===== config.mk =====
export PLATFORM = sky130hd
export DESIGN_NAME = mci_mcu_sram_ecc_err_tracker
export DESIGN_NICKNAME = d
export VERILOG_FILES = /design/src/rtl/mci_ecc_pkg.sv /design/src/rtl/mci_ecc_err_log_fifo.sv /design/src/rtl/mci_mcu_sram_ecc_err_tracker.sv
export SDC_FILE = /design/constraint.sdc
export NUM_CORES = 1
export LEC_CHECK = 0
export CAP_MARGIN = 20
export CORE_MARGIN = 2
export CORE_UTILIZATION = 55
export CTS_CLUSTER_DIAMETER = 150
export DETAILED_ROUTE_END_ITERATION = 10
export GPL_ROUTABILITY_DRIVEN = 1
export PLACE_DENSITY_LB_ADDON = 0.3
export SYNTH_ARGS = -nofsm -noshare
export SYNTH_HDL_FRONTEND = slang
export SYNTH_HIERARCHICAL = 1
export SYNTH_SLANG_ARGS = --single-unit

===== constraint.sdc =====
create_clock -name clk -period 4.5 [get_ports clk]
set_input_delay 0.9 -clock clk [delete_from_list [all_inputs] [get_ports clk]]
set_output_delay 0.9 -clock clk [all_outputs]
set_load 0.1 [all_outputs]

===== src/rtl/mci_ecc_pkg.sv =====
// mci_ecc_pkg: shared types and default constants for the MCU SRAM ECC
// error tracker and its error-log FIFO.
//
// Optional feature macro: MCI_ECC_LOG_TIMESTAMP_EN adds a 32-bit timestamp
// field to every log entry.
package mci_ecc_pkg;

  localparam int MCI_ECC_ADDR_W    = 18;
  localparam int MCI_ECC_CNT_W     = 16;
  localparam int MCI_ECC_LOG_DEPTH = 4;
  localparam int MCI_ECC_TS_W      = 32;

  typedef enum logic {
    ECC_SB = 1'b0,
    ECC_DB = 1'b1
  } ecc_err_type_e;

  // Layout of one log entry for the default address width. The top packs
  // entries in this same field order: type in the MSB, timestamp in the LSBs.
  typedef struct packed {
    ecc_err_type_e               err_type;
    logic [MCI_ECC_ADDR_W-1:0]   addr;
`ifdef MCI_ECC_LOG_TIMESTAMP_EN
    logic [MCI_ECC_TS_W-1:0]     ts;
`endif
  } ecc_log_entry_t;

endpackage


===== src/rtl/mci_ecc_err_log_fifo.sv =====
// mci_ecc_err_log_fifo: synchronous error-log FIFO.
//
// Ports:
//   clk, rst_b      clock, asynchronous active-low reset
//   push, push_data write request and entry; dropped when full with no pop
//   pop_ready       consumer pop; ignored while empty
//   clr_overflow    clears the sticky overflow flag
//   valid           FIFO non-empty (registered)
//   head_data       head entry (registered, stable until popped)
//   overflow        sticky: an entry was dropped
//
// Pointers carry one extra wrap bit so full/empty decode from the MSB and the
// lower-bit compare. The head entry is registered: its next value is computed
// from the post-update read pointer, bypassing push_data when the new entry
// lands directly in the head slot.
module mci_ecc_err_log_fifo #(
  parameter int DATA_W = 19,
  parameter int DEPTH  = 4
) (
  input  logic              clk,
  input  logic              rst_b,
  input  logic              push,
  input  logic [DATA_W-1:0] push_data,
  input  logic              pop_ready,
  input  logic              clr_overflow,
  output logic              valid,
  output logic [DATA_W-1:0] head_data,
  output logic              overflow
);

  localparam int AW = $clog2(DEPTH);
  localparam int PW = AW + 1;
  localparam logic [PW-1:0] PTR_ONE = {{(PW-1){1'b0}}, 1'b1};

  logic [DATA_W-1:0] mem [DEPTH];
  logic [PW-1:0]     wr_ptr, rd_ptr, wr_ptr_n, rd_ptr_n;
  logic              full, empty, do_pop, do_push, drop;

  assign empty   = (wr_ptr == rd_ptr);
  assign full    = (wr_ptr[AW] != rd_ptr[AW]) && (wr_ptr[AW-1:0] == rd_ptr[AW-1:0]);
  assign do_pop  = !empty && pop_ready;
  // A pop in the same cycle frees the slot the push needs.
  assign do_push = push && (!full || do_pop);
  assign drop    = push && full && !do_pop;

  assign wr_ptr_n = do_push ? wr_ptr + PTR_ONE : wr_ptr;
  assign rd_ptr_n = do_pop  ? rd_ptr + PTR_ONE : rd_ptr;

  always_ff @(posedge clk or negedge rst_b) begin
    if (!rst_b) begin
      for (int i = 0; i < DEPTH; i++) mem[i] <= '0;
      wr_ptr    <= '0;
      rd_ptr    <= '0;
      valid     <= 1'b0;
      head_data <= '0;
      overflow  <= 1'b0;
    end else begin
      if (do_push) mem[wr_ptr[AW-1:0]] <= push_data;
      wr_ptr   <= wr_ptr_n;
      rd_ptr   <= rd_ptr_n;
      valid    <= (wr_ptr_n != rd_ptr_n);
      if (do_push && (wr_ptr == rd_ptr_n)) head_data <= push_data;
      else                                 head_data <= mem[rd_ptr_n[AW-1:0]];
      overflow <= drop | (overflow & ~clr_overflow);
    end
  end

endmodule


===== src/rtl/mci_mcu_sram_ecc_err_tracker.sv =====
// mci_mcu_sram_ecc_err_tracker: tracks ECC error pulses from the MCU SRAM
// controller.
//
// Ports:
//   clk, rst_b                    clock, asynchronous active-low reset
//   sram_single/double_ecc_error  per-read error pulses; double dominates
//   sram_err_addr                 failing word address
//   sb_thresh                     single-bit interrupt threshold (0 = off)
//   clr_sb_cnt, clr_db_cnt        counter clear pulses
//   clr_status                    clears sticky bits and log_overflow
//   sb_cnt, db_cnt                saturating error counters
//   sb_sticky, db_sticky          sticky error flags
//   first_db_addr                 address of first double error since clear
//   sb_thresh_intr, db_intr       one-cycle interrupt pulses
//   log_valid/log_ready           error-log pop handshake
//   log_type, log_addr            head log entry
//   log_overflow                  sticky log drop flag
//   log_ts                        head entry timestamp (MCI_ECC_LOG_TIMESTAMP_EN only)
//
// Optional feature macro: MCI_ECC_LOG_TIMESTAMP_EN.
module mci_mcu_sram_ecc_err_tracker
  import mci_ecc_pkg::*;
#(
  parameter int ADDR_WIDTH = 18,
  parameter int CNT_WIDTH  = MCI_ECC_CNT_W,
  parameter int LOG_DEPTH  = MCI_ECC_LOG_DEPTH
) (
  input  logic                  clk,
  input  logic                  rst_b,
  input  logic                  sram_single_ecc_error,
  input  logic                  sram_double_ecc_error,
  input  logic [ADDR_WIDTH-1:0] sram_err_addr,
  input  logic [CNT_WIDTH-1:0]  sb_thresh,
  input  logic                  clr_sb_cnt,
  input  logic                  clr_db_cnt,
  input  logic                  clr_status,
  output logic [CNT_WIDTH-1:0]  sb_cnt,
  output logic [CNT_WIDTH-1:0]  db_cnt,
  output logic                  sb_sticky,
  output logic                  db_sticky,
  output logic [ADDR_WIDTH-1:0] first_db_addr,
  output logic                  sb_thresh_intr,
  output logic                  db_intr,
  output logic                  log_valid,
  input  logic                  log_ready,
  output logic                  log_type,
  output logic [ADDR_WIDTH-1:0] log_addr,
  output logic                  log_overflow
`ifdef MCI_ECC_LOG_TIMESTAMP_EN
  ,
  output logic [MCI_ECC_TS_W-1:0] log_ts
`endif
);

`ifdef MCI_ECC_LOG_TIMESTAMP_EN
  localparam int ENTRY_W = 1 + ADDR_WIDTH + MCI_ECC_TS_W;
`else
  localparam int ENTRY_W = 1 + ADDR_WIDTH;
`endif
  localparam logic [CNT_WIDTH-1:0] CNT_MAX = '1;
  localparam logic [CNT_WIDTH-1:0] CNT_ONE = {{(CNT_WIDTH-1){1'b0}}, 1'b1};

  function automatic logic [CNT_WIDTH-1:0] sat_inc(input logic [CNT_WIDTH-1:0] cnt);
    return (cnt == CNT_MAX) ? cnt : cnt + CNT_ONE;
  endfunction

  // A clear coincident with an event restarts the count at 1 so the event
  // is not lost.
  function automatic logic [CNT_WIDTH-1:0] cnt_next(input logic [CNT_WIDTH-1:0] cnt,
                                                    input logic clr, input logic ev);
    logic [CNT_WIDTH-1:0] r;
    if (clr)     r = ev ? CNT_ONE : '0;
    else if (ev) r = sat_inc(cnt);
    else         r = cnt;
    return r;
  endfunction

  logic                  ev_sb, ev_db, sb_fire;
  ecc_err_type_e         ev_type;
  logic [CNT_WIDTH-1:0]  sb_cnt_n, db_cnt_n;
  logic [ENTRY_W-1:0]    push_data, head_data;

  // Stage 0: event decode and next-state computation
  assign ev_db    = sram_double_ecc_error;
  assign ev_sb    = sram_single_ecc_error & ~sram_double_ecc_error;
  assign ev_type  = ev_db ? ECC_DB : ECC_SB;
  assign sb_cnt_n = cnt_next(sb_cnt, clr_sb_cnt, ev_sb);
  assign db_cnt_n = cnt_next(db_cnt, clr_db_cnt, ev_db);
  // An event on an already saturated counter does not count as reaching
  // the threshold again.
  assign sb_fire  = ev_sb && (sb_thresh != '0) && (sb_cnt_n == sb_thresh) &&
                    !(!clr_sb_cnt && (sb_cnt == CNT_MAX));

  // Stage 1: registered outputs
  always_ff @(posedge clk or negedge rst_b) begin
    if (!rst_b) begin
      sb_cnt         <= '0;
      db_cnt         <= '0;
      sb_sticky      <= 1'b0;
      db_sticky      <= 1'b0;
      first_db_addr  <= '0;
      sb_thresh_intr <= 1'b0;
      db_intr        <= 1'b0;
    end else begin
      sb_cnt         <= sb_cnt_n;
      db_cnt         <= db_cnt_n;
      sb_sticky      <= ev_sb | (sb_sticky & ~clr_status);
      db_sticky      <= ev_db | (db_sticky & ~clr_status);
      if (ev_db && (!db_sticky || clr_status)) first_db_addr <= sram_err_addr;
      sb_thresh_intr <= sb_fire;
      db_intr        <= ev_db;
    end
  end

`ifdef MCI_ECC_LOG_TIMESTAMP_EN
  logic [MCI_ECC_TS_W-1:0] ts_cnt;

  always_ff @(posedge clk or negedge rst_b) begin
    if (!rst_b) ts_cnt <= '0;
    else        ts_cnt <= ts_cnt + 32'd1;
  end

  assign push_data = {ev_type, sram_err_addr, ts_cnt};
  assign {log_type, log_addr, log_ts} = head_data;
`else
  assign push_data = {ev_type, sram_err_addr};
  assign {log_type, log_addr} = head_data;
`endif

  mci_ecc_err_log_fifo #(
    .DATA_W (ENTRY_W),
    .DEPTH  (LOG_DEPTH)
  ) u_log_fifo (
    .clk          (clk),
    .rst_b        (rst_b),
    .push         (ev_sb | ev_db),
    .push_data    (push_data),
    .pop_ready    (log_ready),
    .clr_overflow (clr_status),
    .valid        (log_valid),
    .head_data    (head_data),
    .overflow     (log_overflow)
  );

endmodule


==> metrics.txt, run 1 <==
R2R setup slack=1480 ps; drt drc=0; Worst Path Arrival=3770 ps; synth warn=6; Clk Tree Root Cell=clkbuf_16; Synth top cells by count=dfrtp_1, mux2_2, nor2_1; Core Area=13,800 sq um; area added between synthesis and finish=25.1%; initial antenna violation count=0; CP Class=primary input to flip-flop; cts hold-fix bufs=0; Register-to-Register Path Depth=8; CTS max path bufs=2; clock skew=11.1 ps; DP HPWL=12.2 mm; aggregate routed wire length=18.9 mm; slowest stage cell, crit path=clkdlybuf4s50_1; clk_lat worst skew=430 ps; Cell Count Post-Placement=930; Clk pin slew, worst setup/hold paths=60 ps; worst r2r src=sb_cnt[0]; status=finished clean; Max Clock Freq=290 MHz; MaxCap Viol Count=0; Mapped Cells=660; Fin. Hold Viols=0; Fill cells=979; Via Count=5,804; Mapped Area=7730 sq um; H-tree depth=4; hold endpoint=u_log_fifo/mem[57]; starting density of the core=55.9%; cts bufs inserted=17; endpoints failing setup=0; Chip Height=123 um; Tcrit/Tclk final=76.5%; ANT cells=0; TritonCTS clock tree=built; Slew @ Worst Pin=1060 ps; unrepaired setup endpoints after global routing=false; router iterations before antenna repair=5; Port Buf Inserts=116; RD Place Congestion=0.896; clock sinks=157; leak pwr=4.07 nW; full die area=15,000 sq um; syn_nets=709; die width=123 um; std cell rows=43; GR Overflow Total=0; CP Data Required Time=4820 ps; first-pass GRT wire length=29.9 mm; Slew HR=29.0%; top cell type's share of synthesized area=50.8%; CP startpoint kind=primary input; Critical Path Sink Type=flip-flop; Post-synth EDFFs=0; slowest cell delay on critical path=640 ps; final core utilization=70.0%; CP Max Fanout=14; peak supply drop=0.590 mV; number of routed nets with antenna violations=0; Avg Vias per Cell=6.03; most frequent cell after synthesis=dfrtp_1; largest net degree at the start of global routing=88; drt wl/cell=19.6 um; total setup buffers inserted after CTS=0; sequential area share after synthesis=50.8%; Resized cells post-CTS=0; syn_area_per_cell=11.7 sq um; FFs w/ async S/R, synth=100%; fraction of layout cells with a size suffix above 1=22.3%; Most used DFF post-synth=dfrtp_1; DR iter-0 viols=379; Tmin final=3440 ps; setup_tns=0 ps; I/O Pins=117; Tot GR Track Use=26.1%; final slew viol count=0; FF-to-FF End=sb_thresh_intr; via count of the first global-routing pass=5,718; post-synth top area cell=dfrtp_1; Hold Crit Class=flip-flop to flip-flop; hold path depth=1; Pwr per Cell Area=795 nW/um^2; nets=818; CP cell instances=clkdlybuf4s50_1 > and4b_1 > nand3_2 > or3_1 > a21oi_1 > o221ai_1 > or4b_1 > nor4_2; Yosys cell types=64; Hold Crit Start=u_log_fifo/mem[57]; top post-synthesis cells by area=dfrtp_1, mux2_2, mux2i_1; Layout Cells excl Fill=962; flops & latches, synth=157
[routing by layer]
layer	vias to the layer above	wire [um]	global-route usage (%)
met1	2940	8470	35.9
met3	31	969	4.74
li1	2641	-	-
met5	-	0	0
met2	192	9080	41.3
met4	0	374	9.77
[registers in the layout, summed over array words and instances, names as in the netlist]
name,count
u_log_fifo/wr_ptr,3
u_log_fifo/mem,76
sb_cnt,16
u_log_fifo/overflow,1
sb_sticky,1
db_sticky,1
db_cnt,16
first_db_addr,18
u_log_fifo/rd_ptr,3
u_log_fifo/head_data,19
db_intr,1
u_log_fifo/valid,1
sb_thresh_intr,1
[cells in the final DEF, fill, tap and decap left out, types with 5 or more instances in the layout]
cell	netlist	layout
a221oi_1	9	9
xnor2_1	18	18
clkbuf_8	0	5
nand2_1	25	25
nor3_1	12	12
a211oi_1	19	19
a31oi_1	22	22
clkbuf_16	0	17
dfrtp_1	157	157
mux2_2	98	98
or3_1	5	5
xor2_1	15	14
a221oi_2	10	10
o21ai_0	10	9
inv_1	32	32
ha_1	7	7
mux2i_1	24	24
nand4_1	11	11
nor2_1	48	48
nand3_1	12	12
and4_1	9	9
a21oi_1	8	8
buf_4	4	11
and3_1	6	6
clkdlybuf4s50_1	0	115
nor4_1	6	6
[area by class of cell]
class	count	area (sq um)	share of cell area [%]
flip-flops and latches	157	3930	40.6
multi-input cells	433	3530	36.5
repair buffers	127	1240	12.9
clock buffers	22	494	5.11
well taps	180	225	2.33
clock inverters	10	124	1.28
inverters	33	124	1.28
[how the worst max path moves through the flow]
stage / start / to / slack, ps / cells past startpoint
after CTS: sram_double_ecc_error / sb_thresh_intr / 1100 / 8
after global placement: sram_double_ecc_error / sb_thresh_intr / 710 / 8
after global routing: sram_double_ecc_error / sb_thresh_intr / 880 / 8
after detailed placement: sram_double_ecc_error / sb_thresh_intr / 660 / 8
after floorplan: sb_cnt[0] / sb_thresh_intr / 1280 / 8
final: sram_double_ecc_error / sb_thresh_intr / 1060 / 8
[per-stage QoR]
step / cell area (sq um) / total power [W] / hold WS [ps] / worst slack, ps
global placement: 9060 / 0.00605 / 486 / 706
finish: 9680 / 0.00769 / 504 / 1060
floorplan: 7730 / 0.00523 / 479 / 1280
detailed placement: 9060 / 0.00616 / 492 / 664
global route: 9680 / 0.00804 / 515 / 883
CTS: 9680 / 0.00769 / 506 / 1100
[critical path: cells and delay by family]
kind | cells | cell delay (ps)
AND/OR/NAND/NOR | 5 | 1810
buffers and inverters | 1 | 640
AO/OA/AOI/OAI | 2 | 400
[cells by family after synthesis]
logic type	Yosys count	synth area share, %
AO/OA/AOI/OAI	103	10.8
AND/OR/NAND/NOR	166	11.8
flip-flops	157	50.8
multiplexers	122	17.4
buffers and inverters	70	3.95
XOR/XNOR	35	4.16
adder cells (fa/ha/maj)	7	1.13
[power breakdown]
group          switching (W)  internal [W]  total (W)
Sequential          0.000282       0.00195    0.00223
Clock               0.000586      0.000900    0.00149
Combinational        0.00250       0.00147    0.00397
Total                0.00336       0.00433    0.00769
Note: power is estimated with default switching activity, not from simulation.
==> run 2: changes to the inputs <==
CORE_UTILIZATION = 54   (was 55)
clock period = 3.3 ns   (was 4.5 ns; I/O delays follow)
==> metrics.txt, run 2 (synthesis gave the netlist of run 1 again) <==
TritonCTS clock tree=built; peak supply drop=0.870 mV (+48%); Slew HR=27.6% (-1.4 points); Resized cells post-CTS=0 (unchanged); start point of the critical path=sb_cnt[0]; Slew @ Worst Pin=1080 ps (+20.6 ps); router iterations before antenna repair=5 (unchanged); Layout Cells excl Fill=984 (+2.3%); Pwr per Cell Area=1070 nW/um^2 (+34%); CTS max path bufs=2 (unchanged); total power=0.0103 W (+34%); number of routed nets with antenna violations=0 (unchanged); GR Overflow Total=0 (unchanged); DR iter-0 viols=545 (+44%); aggregate routed wire length=18.9 mm (-0.16%); slowest stage cell, crit path=or4b_1; most flop-heavy register=u_log_fifo/mem; slowest cell delay on critical path=560 ps (-80 ps); clk_lat worst skew=420 ps (about the same); Fin. Hold Viols=0 (unchanged); status=finished clean; largest registers=u_log_fifo/mem x76, u_log_fifo/head_data x19, first_db_addr x18; endpoints failing setup=0 (unchanged); CP Data Required Time=3620 ps (-1200 ps); Tot GR Track Use=25.5% (-0.54 points); starting density of the core=55.5% (-0.43 points); Tmin final=2950 ps; CP cell instances=ha_1 > nand4_1 > nor4_2 > nor3_1 > nor4bb_1 > nand4_1 > or4b_1 > nor4_2; most common cell after layout, fill and taps aside=dfrtp_1; clock skew=7.10 ps (-3.99 ps); Chip Height=124 um (+0.89%); Worst Setup EP=sb_thresh_intr; final slew viol count=0 (unchanged); Min Hold Slack=240 ps (-264 ps); Worst Path Arrival=3270 ps (-500 ps); Clk Tree Root Cell=clkbuf_16; worst r2r src=sb_cnt[0]; cts bufs inserted=17 (unchanged); std cell rows=43 (unchanged); Fill cells=997 (+1.8%); post-route cell area=9640 sq um (-0.36%); full die area=15,300 sq um (+1.8%); first-pass GRT wire length=29.7 mm (-0.60%); initial antenna violation count=0 (unchanged); area added between synthesis and finish=24.7%; Via Count=5,834 (+0.52%); fraction of layout cells with a size suffix above 1=33.5% (+11 points); setup_tns=0 ps (unchanged); Port Buf Inserts=116 (unchanged); Critical Path Sink Type=flip-flop; MaxCap Viol Count=0 (unchanged); CP Class=flip-flop to flip-flop; H-tree depth=4 (unchanged); Avg Vias per Cell=5.93 (-1.7%); largest net degree at the start of global routing=74 (-16%); Cell Count Post-Placement=952 (+2.4%); Hold Crit Class=primary input to asynchronous set/reset pin; Tcrit/Tclk final=89.3%; drt drc=0 (unchanged); I/O Pins=117 (unchanged); most frequent cells in the layout=dfrtp_1, buf_4, mux2_2, nor2_1, clkdlybuf4s50_1; max reg flops=76 (unchanged); Register-to-Register Path Depth=8 (unchanged); Placed Area=9080 sq um (+0.30%); nets=840 (+2.7%); FF-to-FF End=sb_thresh_intr; ANT cells=0 (unchanged); via count of the first global-routing pass=5,664 (-0.94%); CP startpoint kind=flip-flop; die width=124 um (+0.89%); cts hold-fix bufs=0 (unchanged); R2R setup slack=350 ps (-1130 ps); DP HPWL=12.8 mm (+5.5%); total setup buffers inserted after CTS=0 (unchanged); Max Clock Freq=339 MHz; drt wl/cell=19.2 um (-2.4%); CP Max Fanout=8 (-6); unrepaired setup endpoints after global routing=false; clock sinks=157 (unchanged); RD Place Congestion=0.912 (+1.8%); leak pwr=4.27 nW (+5.0%); Clk pin slew, worst setup/hold paths=60 ps (about the same); Core Area=13,900 sq um (+0.78%)
run 2: cell types whose count changed in the layout (fill, tap and decap cells not counted), sizes merged:
cell | before | now
buf | 12 | 109
bufinv | 2 | 0
clkdlybuf4s50 | 115 | 40
clkinv | 2 | 6
clkinvlp | 1 | 0
inv | 38 | 37
run 2: where the power goes:
group | switching [W] | internal [W]
clock network | 0.000793 | 0.00104
logic | 0.00338 | 0.00203
registers | 0.000370 | 0.00266
run 2: through the flow:
step	worst slack (ps)	util (%)
5_1_grt	92.1	69.2
3_3_place_gp	93.4	65.2
3_5_place_dp	32.2	65.2
2_1_floorplan	82.3	-
4_1_cts	407	69.2
6_report	353	69.2
run 2: worst max-delay path, delay by kind of cell, from the launching register on:
family	cells	cell delay (ps)
DFF	1	510
adders and majority gates	1	320
and+or+nand+nor	7	2010
run 2: worst min path at each step:
stage / depth (start not counted) / endpoint / slack (ps) / start
after detailed placement: 1 / u_log_fifo/mem[67] / 490 / u_log_fifo/mem[67]
after CTS: 1 / sb_cnt[14] / 260 / rst_b
after floorplan: 0 / db_cnt[0] / 360 / rst_b
final: 1 / sb_cnt[14] / 240 / rst_b
after global placement: 1 / u_log_fifo/mem[71] / 490 / u_log_fifo/mem[71]
after global routing: 1 / sb_cnt[14] / 290 / rst_b
run 2: per-layer routing:
metal	share of wire, %	wire (um)	vias up	global-route usage, %
li1	-	-	2684	-
met1	45	8490	2928	35.5
met2	48	9060	199	40.0
met3	5.4	1010	23	5.04
met4	1.6	300	0	9.16
met5	0	0	-	0
run 2: area by class of cell:
cell class / instances / area [sq um] / share of cell area [%]
clock buffers: 22 / 474 / 4.92
well taps: 180 / 225 / 2.34
repair buffers: 149 / 1270 / 13.2
clock inverters: 10 / 81.3 / 0.844
inverters: 33 / 124 / 1.28
multi-input cells: 433 / 3530 / 36.7
flip-flops and latches: 157 / 3930 / 40.8
==> run 3: changes to the inputs <==
CORE_MARGIN = 1   (was 2)
SLEW_MARGIN = 40   (was unset)
==> metrics.txt, run 3 (synthesis gave the netlist of run 1 again) <==
status=finished clean; largest registers=u_log_fifo/mem x76, u_log_fifo/head_data x19, first_db_addr x18; Pwr per Cell Area=1080 nW/um^2 (+1.7%); CTS max path bufs=2 (unchanged); Fill cells=1,015 (+1.8%); router iterations before antenna repair=5 (unchanged); clk_lat worst skew=430 ps (about the same); DR iter-0 viols=485 (-11%); area added between synthesis and finish=25.3%; area of the multi-input gates=3530 sq um (unchanged); H-tree depth=4 (unchanged); clock sinks=157 (unchanged); Critical Path Sink Type=flip-flop; clock skew=11.2 ps (+4.14 ps); Core Area=13,900 sq um (unchanged); R2R setup slack=370 ps (about the same); MaxCap Viol Count=0 (unchanged); CP Max Fanout=8 (unchanged); unrepaired setup endpoints after global routing=false; initial antenna violation count=0 (unchanged); Tcrit/Tclk final=88.9% (-0.43 points); starting density of the core=55.5% (unchanged); std cell rows=43 (unchanged); Tmin final=2930 ps (-14.0 ps); Via Count=5,857 (+0.39%); Clk pin slew, worst setup/hold paths=60 ps (about the same); start point of the critical path=sb_cnt[0]; leak pwr=4.29 nW (+0.51%); drt wl/cell=19.4 um (+1.3%); CP startpoint kind=flip-flop; DP HPWL=12.9 mm (+0.44%); Port Buf Inserts=116 (unchanged); Slew @ Worst Pin=730 ps (-352 ps); setup_tns=0 ps (unchanged); worst r2r src=sb_cnt[0]; largest net degree at the start of global routing=75 (+1.4%); final slew viol count=0 (unchanged); Chip Height=122 um (-1.6%); Tot GR Track Use=27.3% (+1.8 points); first-pass GRT wire length=30.8 mm (+3.5%); fraction of layout cells with a size suffix above 1=33.8% (+0.33 points); CP Data Required Time=3630 ps (about the same); drt drc=0 (unchanged); aggregate routed wire length=19.2 mm (+1.7%); endpoints failing setup=0 (unchanged); Reg area=3930 sq um (unchanged); most flop-heavy register=u_log_fifo/mem; Max Clock Freq=341 MHz (+0.48%); Hold Crit Class=primary input to asynchronous set/reset pin; Worst Path Arrival=3260 ps (about the same); Clk Tree Root Cell=clkbuf_16; nets=844 (+0.48%); TritonCTS clock tree=built; cts hold-fix bufs=0 (unchanged); max reg flops=76 (unchanged); peak supply drop=0.937 mV (+7.6%); Avg Vias per Cell=5.93 (about the same); most frequent cells in the layout=dfrtp_1, buf_4, mux2_2, nor2_1, clkdlybuf4s50_1; FF-to-FF End=sb_thresh_intr; most common cell after layout, fill and taps aside=dfrtp_1; number of routed nets with antenna violations=0 (unchanged); Register-to-Register Path Depth=8 (unchanged); Fin. Hold Viols=0 (unchanged); CP Class=flip-flop to flip-flop; final core utilization=69.5% (+0.36 points); via count of the first global-routing pass=5,907 (+4.3%); RD Place Congestion=0.919 (+0.73%); die width=122 um (-1.6%); ANT cells=0 (unchanged); total setup buffers inserted after CTS=0 (unchanged); GR Overflow Total=0 (unchanged); full die area=14,800 sq um (-3.2%); I/O Pins=117 (unchanged); cts bufs inserted=17 (unchanged); Slew HR=51.3% (+24 points); Resized cells post-CTS=0 (unchanged)
[run 3: changes by cell type in the layout (fill, tap and decap cells not counted)]
cell	delta
clkbuf_8	+1
clkinv_2	-2
buf_12	-1
bufinv_16	+1
clkinv_4	-1
buf_4	+5
clkinvlp_4	+1
[run 3: area by class of cell]
class,count,share of cell area [%]
clock buffers,23,5.04
clock inverters,9,1.03
inverters,33,1.28
multi-input cells,433,36.5
flip-flops and latches,157,40.5
well taps,180,2.32
repair buffers,153,13.3
[run 3: per-stage QoR]
step | std cells | power (W) | area, sq um | setup slack [ps] | hold WS, ps
after floorplan | 660 | 0.00713 | 7730 | 82.3 | 364
after global placement | 956 | 0.00836 | 9100 | 76.1 | 485
after detailed placement | 956 | 0.00852 | 9100 | 51.2 | 493
after CTS | 988 | 0.0105 | 9690 | 417 | 280
after global routing | 988 | 0.0110 | 9690 | 184 | 299
final | 988 | 0.0105 | 9690 | 367 | 264
[run 3: worst max path at each step]
stage / end / slack (ps) / cells past startpoint
finish: sb_thresh_intr / 370 / 8
global route: sb_thresh_intr / 180 / 8
CTS: sb_thresh_intr / 420 / 8
detailed placement: sb_thresh_intr / 50 / 8
global placement: sb_thresh_intr / 80 / 8
floorplan: sb_thresh_intr / 80 / 8
[run 3: metal layers]
layer	GRT usage, %	share of wire [%]
met1	36.8	45
met2	43.9	48
met3	5.15	5.4
met4	10.3	1.6
met5	0	0
[run 3: power by group]
part | internal, W | switching [W] | total [W]
logic | 0.00207 | 0.00344 | 0.00551
registers | 0.00266 | 0.000381 | 0.00304
clock network | 0.00113 | 0.000806 | 0.00194
[run 3: critical path, cell delays in order (launching register included)]
cell	delay [ps]
dfrtp_1	510
ha_1	320
nand4_1	140
nor4_2	540
nor3_1	100
nor4bb_1	320
nand4_1	110
or4b_1	530
nor4_2	270
